### src/rtl/mpr_slot_allocator.sv
// Slot allocator for the MPR slot array: grants free slots on context-save requests,
// tracks the outstanding miss per slot and sequences round-robin restores.
//   state       | meaning
//   S_FREE      | slot unused, allocatable
//   S_WAIT_MEM  | context saved, waiting for the miss address to return
//   S_READY     | memory returned, waiting for a restore offer
//   S_RESTORING | offered to the pipeline restore path
module mpr_slot_allocator #(
    parameter int NUM_SLOTS = 4,
    parameter int ADDR_W = 32,
    localparam int IDX_W = $clog2(NUM_SLOTS)
) (
    input  logic                 clk,
    input  logic                 rst,
    input  logic                 sw_req,
    input  logic [ADDR_W-1:0]    sw_addr,
    output logic                 sw_stall,
    output logic                 sw_grant,
    output logic [IDX_W-1:0]     sw_slot,
    output logic [NUM_SLOTS-1:0] slot_switch,
    output logic [NUM_SLOTS-1:0] slot_freed,
    input  logic                 mem_resp_valid,
    input  logic [ADDR_W-1:0]    mem_resp_addr,
    output logic                 restore_valid,
    output logic [IDX_W-1:0]     restore_slot,
    input  logic                 restore_ready,
    output logic                 stray_resp,
    output logic [IDX_W:0]       busy_count
);

    typedef enum logic [1:0] {S_FREE, S_WAIT_MEM, S_READY, S_RESTORING} slot_state_e;

    slot_state_e          state_q [NUM_SLOTS];
    slot_state_e          state_d [NUM_SLOTS];
    logic [ADDR_W-1:0]    addr_q  [NUM_SLOTS];
    logic [ADDR_W-1:0]    addr_d  [NUM_SLOTS];
    logic                 grant_q, grant_d;
    logic [IDX_W-1:0]     slot_q, slot_d;
    logic [NUM_SLOTS-1:0] switch_q, switch_d;
    logic [NUM_SLOTS-1:0] freed_q, freed_d;
    logic                 stray_q, stray_d;
    logic                 rv_q, rv_d;
    logic [IDX_W-1:0]     rs_q, rs_d;
    logic [IDX_W-1:0]     last_q, last_d;
    logic [IDX_W:0]       busy_q, busy_d;

    logic                 alloc_found;
    logic [IDX_W-1:0]     alloc_idx;
    logic                 resp_hit;
    logic                 rr_found;
    logic [IDX_W-1:0]     rr_idx;
    logic [IDX_W-1:0]     cand;

    always_comb begin
        state_d     = state_q;
        addr_d      = addr_q;
        grant_d     = 1'b0;
        slot_d      = '0;
        switch_d    = '0;
        freed_d     = '0;
        rv_d        = rv_q;
        rs_d        = rs_q;
        last_d      = last_q;
        alloc_found = 1'b0;
        alloc_idx   = '0;
        resp_hit    = 1'b0;
        rr_found    = 1'b0;
        rr_idx      = '0;
        cand        = '0;
        busy_d      = '0;

        for (int i = 0; i < NUM_SLOTS; i++) begin
            if (!alloc_found && state_q[i] == S_FREE) begin
                alloc_found = 1'b1;
                alloc_idx   = IDX_W'(i);
            end
        end
        if (sw_req && alloc_found) begin
            state_d[alloc_idx]  = S_WAIT_MEM;
            addr_d[alloc_idx]   = sw_addr;
            grant_d             = 1'b1;
            slot_d              = alloc_idx;
            switch_d[alloc_idx] = 1'b1;
        end

        // Only addresses latched before this cycle can match; a same-cycle allocation is still FREE here.
        if (mem_resp_valid) begin
            for (int i = 0; i < NUM_SLOTS; i++) begin
                if (state_q[i] == S_WAIT_MEM && addr_q[i] == mem_resp_addr) begin
                    state_d[i] = S_READY;
                    resp_hit   = 1'b1;
                end
            end
        end
        stray_d = mem_resp_valid && !resp_hit;

        if (rv_q && restore_ready) begin
            state_d[rs_q] = S_FREE;
            freed_d[rs_q] = 1'b1;
            rv_d          = 1'b0;
            last_d        = rs_q;
        end else if (!rv_q) begin
            for (int i = 0; i < NUM_SLOTS; i++) begin
                cand = IDX_W'((int'(last_q) + 1 + i) % NUM_SLOTS);
                if (!rr_found && state_q[cand] == S_READY) begin
                    rr_found = 1'b1;
                    rr_idx   = cand;
                end
            end
            if (rr_found) begin
                state_d[rr_idx] = S_RESTORING;
                rv_d            = 1'b1;
                rs_d            = rr_idx;
            end
        end

        for (int i = 0; i < NUM_SLOTS; i++) begin
            if (state_d[i] != S_FREE) busy_d = busy_d + (IDX_W+1)'(1);
        end
    end

    always_ff @(posedge clk) begin
        if (rst) begin
            state_q  <= '{default: S_FREE};
            addr_q   <= '{default: '0};
            grant_q  <= 1'b0;
            slot_q   <= '0;
            switch_q <= '0;
            freed_q  <= '0;
            stray_q  <= 1'b0;
            rv_q     <= 1'b0;
            rs_q     <= '0;
            last_q   <= '0;
            busy_q   <= '0;
        end else begin
            state_q  <= state_d;
            addr_q   <= addr_d;
            grant_q  <= grant_d;
            slot_q   <= slot_d;
            switch_q <= switch_d;
            freed_q  <= freed_d;
            stray_q  <= stray_d;
            rv_q     <= rv_d;
            rs_q     <= rs_d;
            last_q   <= last_d;
            busy_q   <= busy_d;
        end
    end

    assign sw_stall      = ~alloc_found;
    assign sw_grant      = grant_q;
    assign sw_slot       = slot_q;
    assign slot_switch   = switch_q;
    assign slot_freed    = freed_q;
    assign stray_resp    = stray_q;
    assign restore_valid = rv_q;
    assign restore_slot  = rs_q;
    assign busy_count    = busy_q;

endmodule

### config.mk
export PLATFORM = sky130hd
export DESIGN_NAME = mpr_slot_allocator
export DESIGN_NICKNAME = d
export VERILOG_FILES = /design/src/rtl/mpr_slot_allocator.sv
export SDC_FILE = /design/constraint.sdc
export NUM_CORES = 1
export LEC_CHECK = 0
export ABC_AREA = 1
export BUFFER_PORTS_ARGS = -buffer_cell sky130_fd_sc_hd__buf_4
export CORE_ASPECT_RATIO = 0.8
export CORE_MARGIN = 1.5
export CORE_UTILIZATION = 55
export DETAILED_ROUTE_END_ITERATION = 10
export MAX_ROUTING_LAYER = met4
export PLACE_DENSITY = 0.73
export SKIP_LAST_GASP = 1
export SLEW_MARGIN = 10
export SYNTH_ARGS = -nofsm -noshare
export SYNTH_HDL_FRONTEND = slang
export SYNTH_SLANG_ARGS = --single-unit
### constraint.sdc
create_clock -name clk -period 5.43 [get_ports clk]
set_input_delay 1.086 -clock clk [delete_from_list [all_inputs] [get_ports clk]]
set_output_delay 1.086 -clock clk [all_outputs]
set_load 0.02 [all_outputs]
==> summary.md, run 1 <==
| Metric | Value |
|---|---|
| Setup violators final | 0 |
| H-tree depth | 4 |
| WP buf/inv | 5 |
| Top sig layer | met4 |
| Ys async rst share | 0 |
| Diode count | 0 |
| Wl on met1 | 10.7 mm |
| R2r endpoint | busy_count[1] |
| CTS max path bufs | 2 |
| Crit. End Element | flop |
| Initial DRT Pass Iterations | 5 |
| Largest family of logic cells by synthesized area | simple AND/OR/NAND/NOR gates |
| Final GP Congestion | between 0.9 and 1 |
| Antenna violations before repair | 0 |
| Hold Crit Depth | 2 |
| Final worst-path cycle share | 0.609 |
| Detailed-route via count | around 7700 |
| Input/output buffers | 87 |
| GRT Overall Usage | 0.330 |
| Hold_sp | addr_q[20] |
| Flops & latches, synth | ~160 |
| DP Cell Count | 1366 |
| Fin nets | 1277 |
| RSZ-0062 raised after global routing | no |
| Final Max Slew Viols | 0 |
| Worst-path cell chain | buf_4 > inv_1 > nor2_1 > inv_1 > nand4_1 > nor4_1 > nand2_1 > nor2_1 > nand3_1 > nand2_1 > nand2_1 > nand3_1 > inv_1 > ha_1 > nand3b_1 > nand2_1 > inv_1 > ha_1 > nand2_1 > a21oi_2 |
| CP peak stage delay | between 0.3 and 0.4 ns |
| HPWL after detailed placement | about 16 mm |
| Least-Margin Pin Slew | ~0.96 ns |
| R2R depth | 20 |
| Synth Area in Adders | 0.00485 |
| Post-route setup slack | 2.12 ns |
| Final cell count without fillers | approximately 1400 |
| Max FO, Critical Path | 5 |
| Crit path time final | 3.31 ns |
| Drt first-iter violations | between 600 and 700 |
| Power Dens Cells | ~320 nW/um^2 |
| Endpoints failing hold | 0 |
| Hold worst-path end | addr_q[20] |
| Worst EP arrival | 3.61 ns |
| Crit-path most repeated cell | nand2_1 |
| Clock skew | approximately 0.015 ns |
| Post-synthesis xor/xnor area fraction | 0.0509 |
| Clk slew on worst S/H paths | about 0.060 ns |
| Cell row count | 38 |
| Top delay family on crit path | simple AND/OR/NAND/NOR gates |
| Total clock sinks | 156 |
| TritonCTS Buffers | 17 |
| Met3 routed WL | ~1.9 mm |
| Post-CTS sizing | 0 |
| Routed wl met2 | about 9.7 mm |
| Die H | around 110 um |
| Post-layout util | 0.670 |
| Crit Path Class | in2reg |
| Largest net degree at the start of global routing | roughly 110 |
| CP Data Required Time | approximately 5.7 ns |
| DIE AREA | approximately 15000 sq um |
| Avg WL per Cell | between 15 and 20 um |
| GR Overflow Total | 0 |
| Synth Area in Simple Gates | 0.281 |
| Post-CTS Setup Inserts | 0 |
| Achievable Freq | about 300 MHz |
| Worst r2r src | last_q[0] |
| Sequential cell area | 3120 sq um |
| Outcome | completed |
| CTS tree | yes |
| Share of cells above drive strength 1 | 0.127 |
| LEAKAGE | ~3.8 nW |
| Post-synthesis sequential area ratio | 0.403 |
| Synth Area in Compound Gates | 0.173 |
| Final TNS setup | 0 ns |
| Post-route ant nets | 0 |
| Syn_area_per_cell | 6.79 sq um |
| Yosys cell types | 40 |
| Slew HR | 0.360 |
| Clk_lat worst skew | 0.44 ns |
| Vias in the first global route | about 7000 |
| Peak VDD IR | 286 uV |
| Number of flops mapped to enable cells by yosys | 0 |
| Worst R2R Setup Slack | between 2 and 2.5 ns |
| CP max-delay cell | nor4_1 |
| Ys flop type | dfxtp_1 |
| YS warnings | 0 |
| Synthesized instance count | roughly 1100 |
| Final WL | around 23 mm |
| Core area | between 10000 and 15000 sq um |
| Fill cell count | 1254 |
| CTS Root Cell | clkbuf_16 |
| Die span in x | about 140 um |
| Vias/cell | between 5 and 6 |
| Mapped Area | 7740 sq um |
| Syn nets | 1212 |
| Startpoint Class | input port |
| Top Ports | 88 |
| Setup slack at placement | between 1.5 and 2 ns |
| Layout area overhead | 18.1% |
| Min-Delay Path Class | reg2reg |
| Cts hold-fix bufs | 0 |
| # Max-Cap Violations | 0 |
| First-pass GRT wire length | between 30 and 40 mm |
| Multi-input logic area | 3950 sq um |
| # DRC | 0 |
| Post-synthesis mux area share | 0 |
| Initial Utilization | 0.567 |
[layout make-up]
cell class	instances	share of cell area
multi-input cells	810	0.432
clock buffers	19	0.0484
clock inverters	13	0.0231
well taps	180	0.0246
repair buffers	95	0.0780
flip-flops and latches	156	0.342
inverters	125	0.0517
[Yosys cell counts (2+ instances only)]
library cell | count | area share
a211oi_1 | 5 | 0.0048
a21oi_1 | 94 | 0.061
a21oi_2 | 3 | 0.0034
buf_1 | 2 | 0.00097
buf_2 | 6 | 0.0039
buf_4 | 2 | 0.0019
clkbuf_1 | 39 | 0.019
dfxtp_1 | 156 | 0.40
ha_1 | 3 | 0.0048
inv_1 | 118 | 0.057
inv_2 | 6 | 0.0029
nand2_1 | 210 | 0.10
nand2_2 | 5 | 0.0040
nand3_1 | 66 | 0.043
nand3_2 | 2 | 0.0026
nand3b_1 | 2 | 0.0019
nand4_1 | 25 | 0.020
nor2_1 | 171 | 0.083
nor2_2 | 2 | 0.0016
nor3_1 | 10 | 0.0065
nor4_1 | 10 | 0.0081
o2111ai_1 | 3 | 0.0034
o211ai_1 | 2 | 0.0019
o21ai_0 | 117 | 0.076
o21ai_1 | 2 | 0.0013
o22ai_1 | 18 | 0.015
or2_2 | 5 | 0.0040
xnor2_1 | 22 | 0.025
xor2_1 | 23 | 0.026
[flip-flops by register name, indices dropped and copies added (netlist names)]
name,flops
addr_q,128
state_q,8
slot_freed,4
slot_switch,4
busy_count,3
last_q,2
restore_slot,2
sw_slot,2
restore_valid,1
stray_resp,1
sw_grant,1
[metrics by stage]
step,hold WS (ns),power [mW],area (sq um)
2_1_floorplan,0.436,1.44,7740
6_report,0.468,2.89,9140
3_5_place_dp,0.459,1.58,8490
3_3_place_gp,0.451,1.57,8490
5_1_grt,0.489,2.99,9140
4_1_cts,0.468,2.89,9140
[power by group]
part	total, mW	switching [mW]	internal, mW
Combinational	0.341	0.214	0.127
Sequential	1.22	0.0274	1.19
Clock	1.33	0.501	0.830
Total	2.89	0.742	2.15
[tightest hold or removal path: stages, from the launching register on]
cell and delay [ns]:
dfxtp_1 0.31, inv_1 0.06, a21oi_1 0.05
[metal layers]
| metal | global-route usage | up-vias |
|---|---|---|
| li1 | - | 3857 |
| met1 | 0.459 | 3500 |
| met2 | 0.483 | 301 |
| met3 | 0.0637 | 30 |
| met4 | 0.106 | 0 |
| met5 | - | - |
[cell families (layout without fill, tap and decap cells)]
logic type,count (synthesis),after routing
AOI/OAI and AO/OA,251,251
DFF,156,156
and+or+nand+nor,511,511
adders and majority gates,3,3
buffers and inverters,174,252
xor gates and xnor gates,45,45
[placed cells by master, fill, tap and decap left out, types with 3 or more instances in the layout]
master      count
a211oi_1        5
inv_2           6
dfxtp_1       156
nor4_1         10
nand4_1        25
o2111ai_1       3
nor3_1          9
nand2_1       210
buf_4          95
xnor2_1        22
inv_1         117
a21oi_1        94
nor2_1        171
o22ai_1        18
or2_2           5
o21ai_0       117
clkbuf_16      17
ha_1            3
bufinv_16       5
xor2_1         23
nand3_1        66
a21oi_2         3
nand2_2         5
clkinvlp_4      4
[worst max-delay path by stage]
stage	cells after the start	slack (ns)	to	startpoint
2_1_floorplan	17	2.17	busy_count[1]	mem_resp_addr[4]
3_3_place_gp	20	1.79	busy_count[1]	mem_resp_addr[5]
3_5_place_dp	21	1.75	busy_count[1]	mem_resp_addr[25]
4_1_cts	20	2.18	busy_count[1]	mem_resp_addr[5]
5_1_grt	21	1.85	busy_count[1]	mem_resp_addr[25]
6_report	20	2.12	busy_count[1]	mem_resp_addr[5]
Note: power is estimated with default switching activity, not from simulation.
==> run 2: changes to the inputs <==
--- a/config.mk
+++ b/config.mk
@@ -9,7 +9,7 @@
 export BUFFER_PORTS_ARGS = -buffer_cell sky130_fd_sc_hd__buf_4
 export CORE_ASPECT_RATIO = 0.8
 export CORE_MARGIN = 1.5
-export CORE_UTILIZATION = 55
+export CORE_UTILIZATION = 53
 export DETAILED_ROUTE_END_ITERATION = 10
 export MAX_ROUTING_LAYER = met4
 export PLACE_DENSITY = 0.73
==> constraint.sdc (replaced) <==
create_clock -name clk -period 2.85 [get_ports clk]
set_input_delay 0.57 -clock clk [delete_from_list [all_inputs] [get_ports clk]]
set_output_delay 0.57 -clock clk [all_outputs]
set_load 0.02 [all_outputs]
==> summary.md, run 2 (same netlist as run 1, synthesis figures left out) <==
| Metric | Value |
|---|---|
| Fin nets | between 1000 and 1500 |
| Startpoint Class | flop |
| Crit Path Class | reg2reg |
| Clock share of power | 0.453 |
| Final WL | about 24 mm |
| GRT Overall Usage | 0.322 |
| CTS tree | yes |
| Initial DRT Pass Iterations | 6 |
| Slew HR | 0.350 |
| HPWL after detailed placement | about 17 mm |
| Min-Delay Path Class | in2reg |
| Layout area overhead | 27.7% |
| Post-route ant nets | 0 |
| Clk_lat worst skew | 0.44 ns |
| # Max-Cap Violations | 0 |
| Crit. End Element | flop |
| Vias in the first global route | between 7000 and 8000 |
| Clock skew | ~0.011 ns |
| CTS max path bufs | 2 |
| Final worst-path cycle share | 0.955 |
| CP Data Required Time | 3.16 ns |
| Avg WL per Cell | roughly 16 um |
| Final Max Slew Viols | 0 |
| Regs by FF count | addr_q (128), state_q (8) |
| LEAKAGE | 4.22 nW |
| Endpoints failing hold | 0 |
| Clk slew on worst S/H paths | ~0.060 ns |
| DIE AREA | 15300 sq um |
| Least-Margin Pin Slew | 0.973 ns |
| Die H | 111 um |
| Final TNS setup | 0 ns |
| Achievable Freq | ~370 MHz |
| Internal | 4.20 mW |
| Biggest register | addr_q |
| Drt first-iter violations | between 700 and 800 |
| Outcome | completed |
| Most frequent cells in the layout | nand2_1 (199), buf_4 (169), nor2_1 (168) |
| Detailed-route via count | approximately 8000 |
| Setup violators final | 0 |
| First-pass GRT wire length | approximately 38 mm |
| Wl on met1 | about 11 mm |
| Worst EP arrival | 3.03 ns |
| # DRC | 0 |
| Share of cells above drive strength 1 | 0.206 |
| Post-route setup slack | roughly 0.13 ns |
| CTS Root Cell | clkbuf_16 |
| Top Ports | 88 |
| Crit path time final | roughly 2.7 ns |
| Input/output buffers | a little under 90 |
| Setup slack at placement | -0.225 ns |
| Routed wl met2 | 10.5 mm |
| GR Overflow Total | 0 |
| Die span in x | between 100 and 150 um |
| Max reg flops | around 130 |
| Power Dens Cells | 567 nW/um^2 |
| Fill cell count | roughly 1300 |
| Vias/cell | 5.52 |
| Peak VDD IR | 502 uV |
| Switching pwr | about 1.4 mW |
| Largest net degree at the start of global routing | between 90 and 100 |
| Cell row count | 39 |
| Total clock sinks | 156 |
| Most common cell after layout, fill and taps aside | nand2_1 |
| Combinational fraction of design power | 0.134 |
| Initial Utilization | 0.542 |
| H-tree depth | 4 |
| Fin Hold WS | roughly 0.41 ns |
| Top sig layer | met4 |
| TritonCTS Buffers | 17 |
| Cts hold-fix bufs | 0 |
| Total power | between 5 and 6 mW |
| Switching part of the total | 0.252 |
| Final GP Congestion | 0.943 |
| Diode count | 0 |
| Met3 routed WL | roughly 1.9 mm |
| Core area | 14300 sq um |
| Part of the power in registers | 0.413 |
| Antenna violations before repair | 0 |
| Max FO, Critical Path | 3 |
[run 2: cell types whose count changed in the layout (fill, tap and decap cells not counted), sizes merged]
| cell | previous run | this run |
|---|---|---|
| clkbuf | 19 | 21 |
| buf | 95 | 171 |
| inv | 126 | 125 |
| clkinv | 3 | 4 |
| clkinvlp | 4 | 2 |
[run 2: worst paths after layout]
kind / from / endpoint / slack [ns] / cells past startpoint
setup / recovery: addr_q[116] / busy_count[1] / 0.13 / 17
hold / removal: sw_addr[15] / addr_q[47] / 0.41 / 3
setup reg to reg: addr_q[116] / busy_count[1] / 0.13 / 17
hold reg to reg: addr_q[22] / addr_q[22] / 0.46 / 2
[run 2: final cells by class]
type                            instances  area, sq um  area share
Inverter                              125          474      0.0480
Clock inverter                         11          189      0.0191
Sequential cell                       156         3130       0.317
Clock buffer                           21          470      0.0476
Multi-Input combinational cell        810         4080       0.413
Timing Repair Buffer                  171         1310       0.132
Tap cell                              184          230      0.0233
[run 2: power groups by stage]
stage / Combinational, mW / Clock (mW) / Sequential [mW]
global route: 0.824 / 2.66 / 2.33
finish: 0.749 / 2.54 / 2.32
CTS: 0.721 / 2.55 / 2.32
global placement: 0.698 / 0 / 2.36
floorplan: 0.384 / 0 / 2.36
detailed placement: 0.707 / 0 / 2.36
[run 2: per-layer routing]
layer	vias to the layer above	track usage
li1	4009	-
met1	3768	0.435
met2	344	0.483
met5	-	-
met3	38	0.0700
met4	0	0.0982
[run 2: per-stage QoR]
stage | utilization | cells | cell area, sq um
final | 0.692 | 1478 | 9890
after global routing | 0.692 | 1478 | 9890
after CTS | 0.682 | 1475 | 9750
after detailed placement | 0.633 | 1441 | 9050
after global placement | 0.633 | 1441 | 9050
after floorplan | - | 1140 | 7740
[run 2: what timing repair did]
item                                    in CTS  in global routing
gates resized for setup                      7                 33
pin swaps                                    3                 22
buffers inserted                             2                  3
hold endpoints to repair                     0                  0
endpoints found under the setup margin       2                  3
[run 2: critical path, cell delays in order (launching register included)]
cell and delay (ns):
dfxtp_2 0.33, xnor2_2 0.16, nand4_1 0.13, nor4_1 0.24, nand4_1 0.20, nor2_2 0.18
nand3_2 0.09, nand2_1 0.09, nand2_2 0.06, nand2_2 0.08, inv_1 0.06, ha_4 0.24
nand3b_1 0.15, nand2_1 0.11, inv_1 0.05, ha_1 0.28, nand2_2 0.08, a21oi_2 0.05
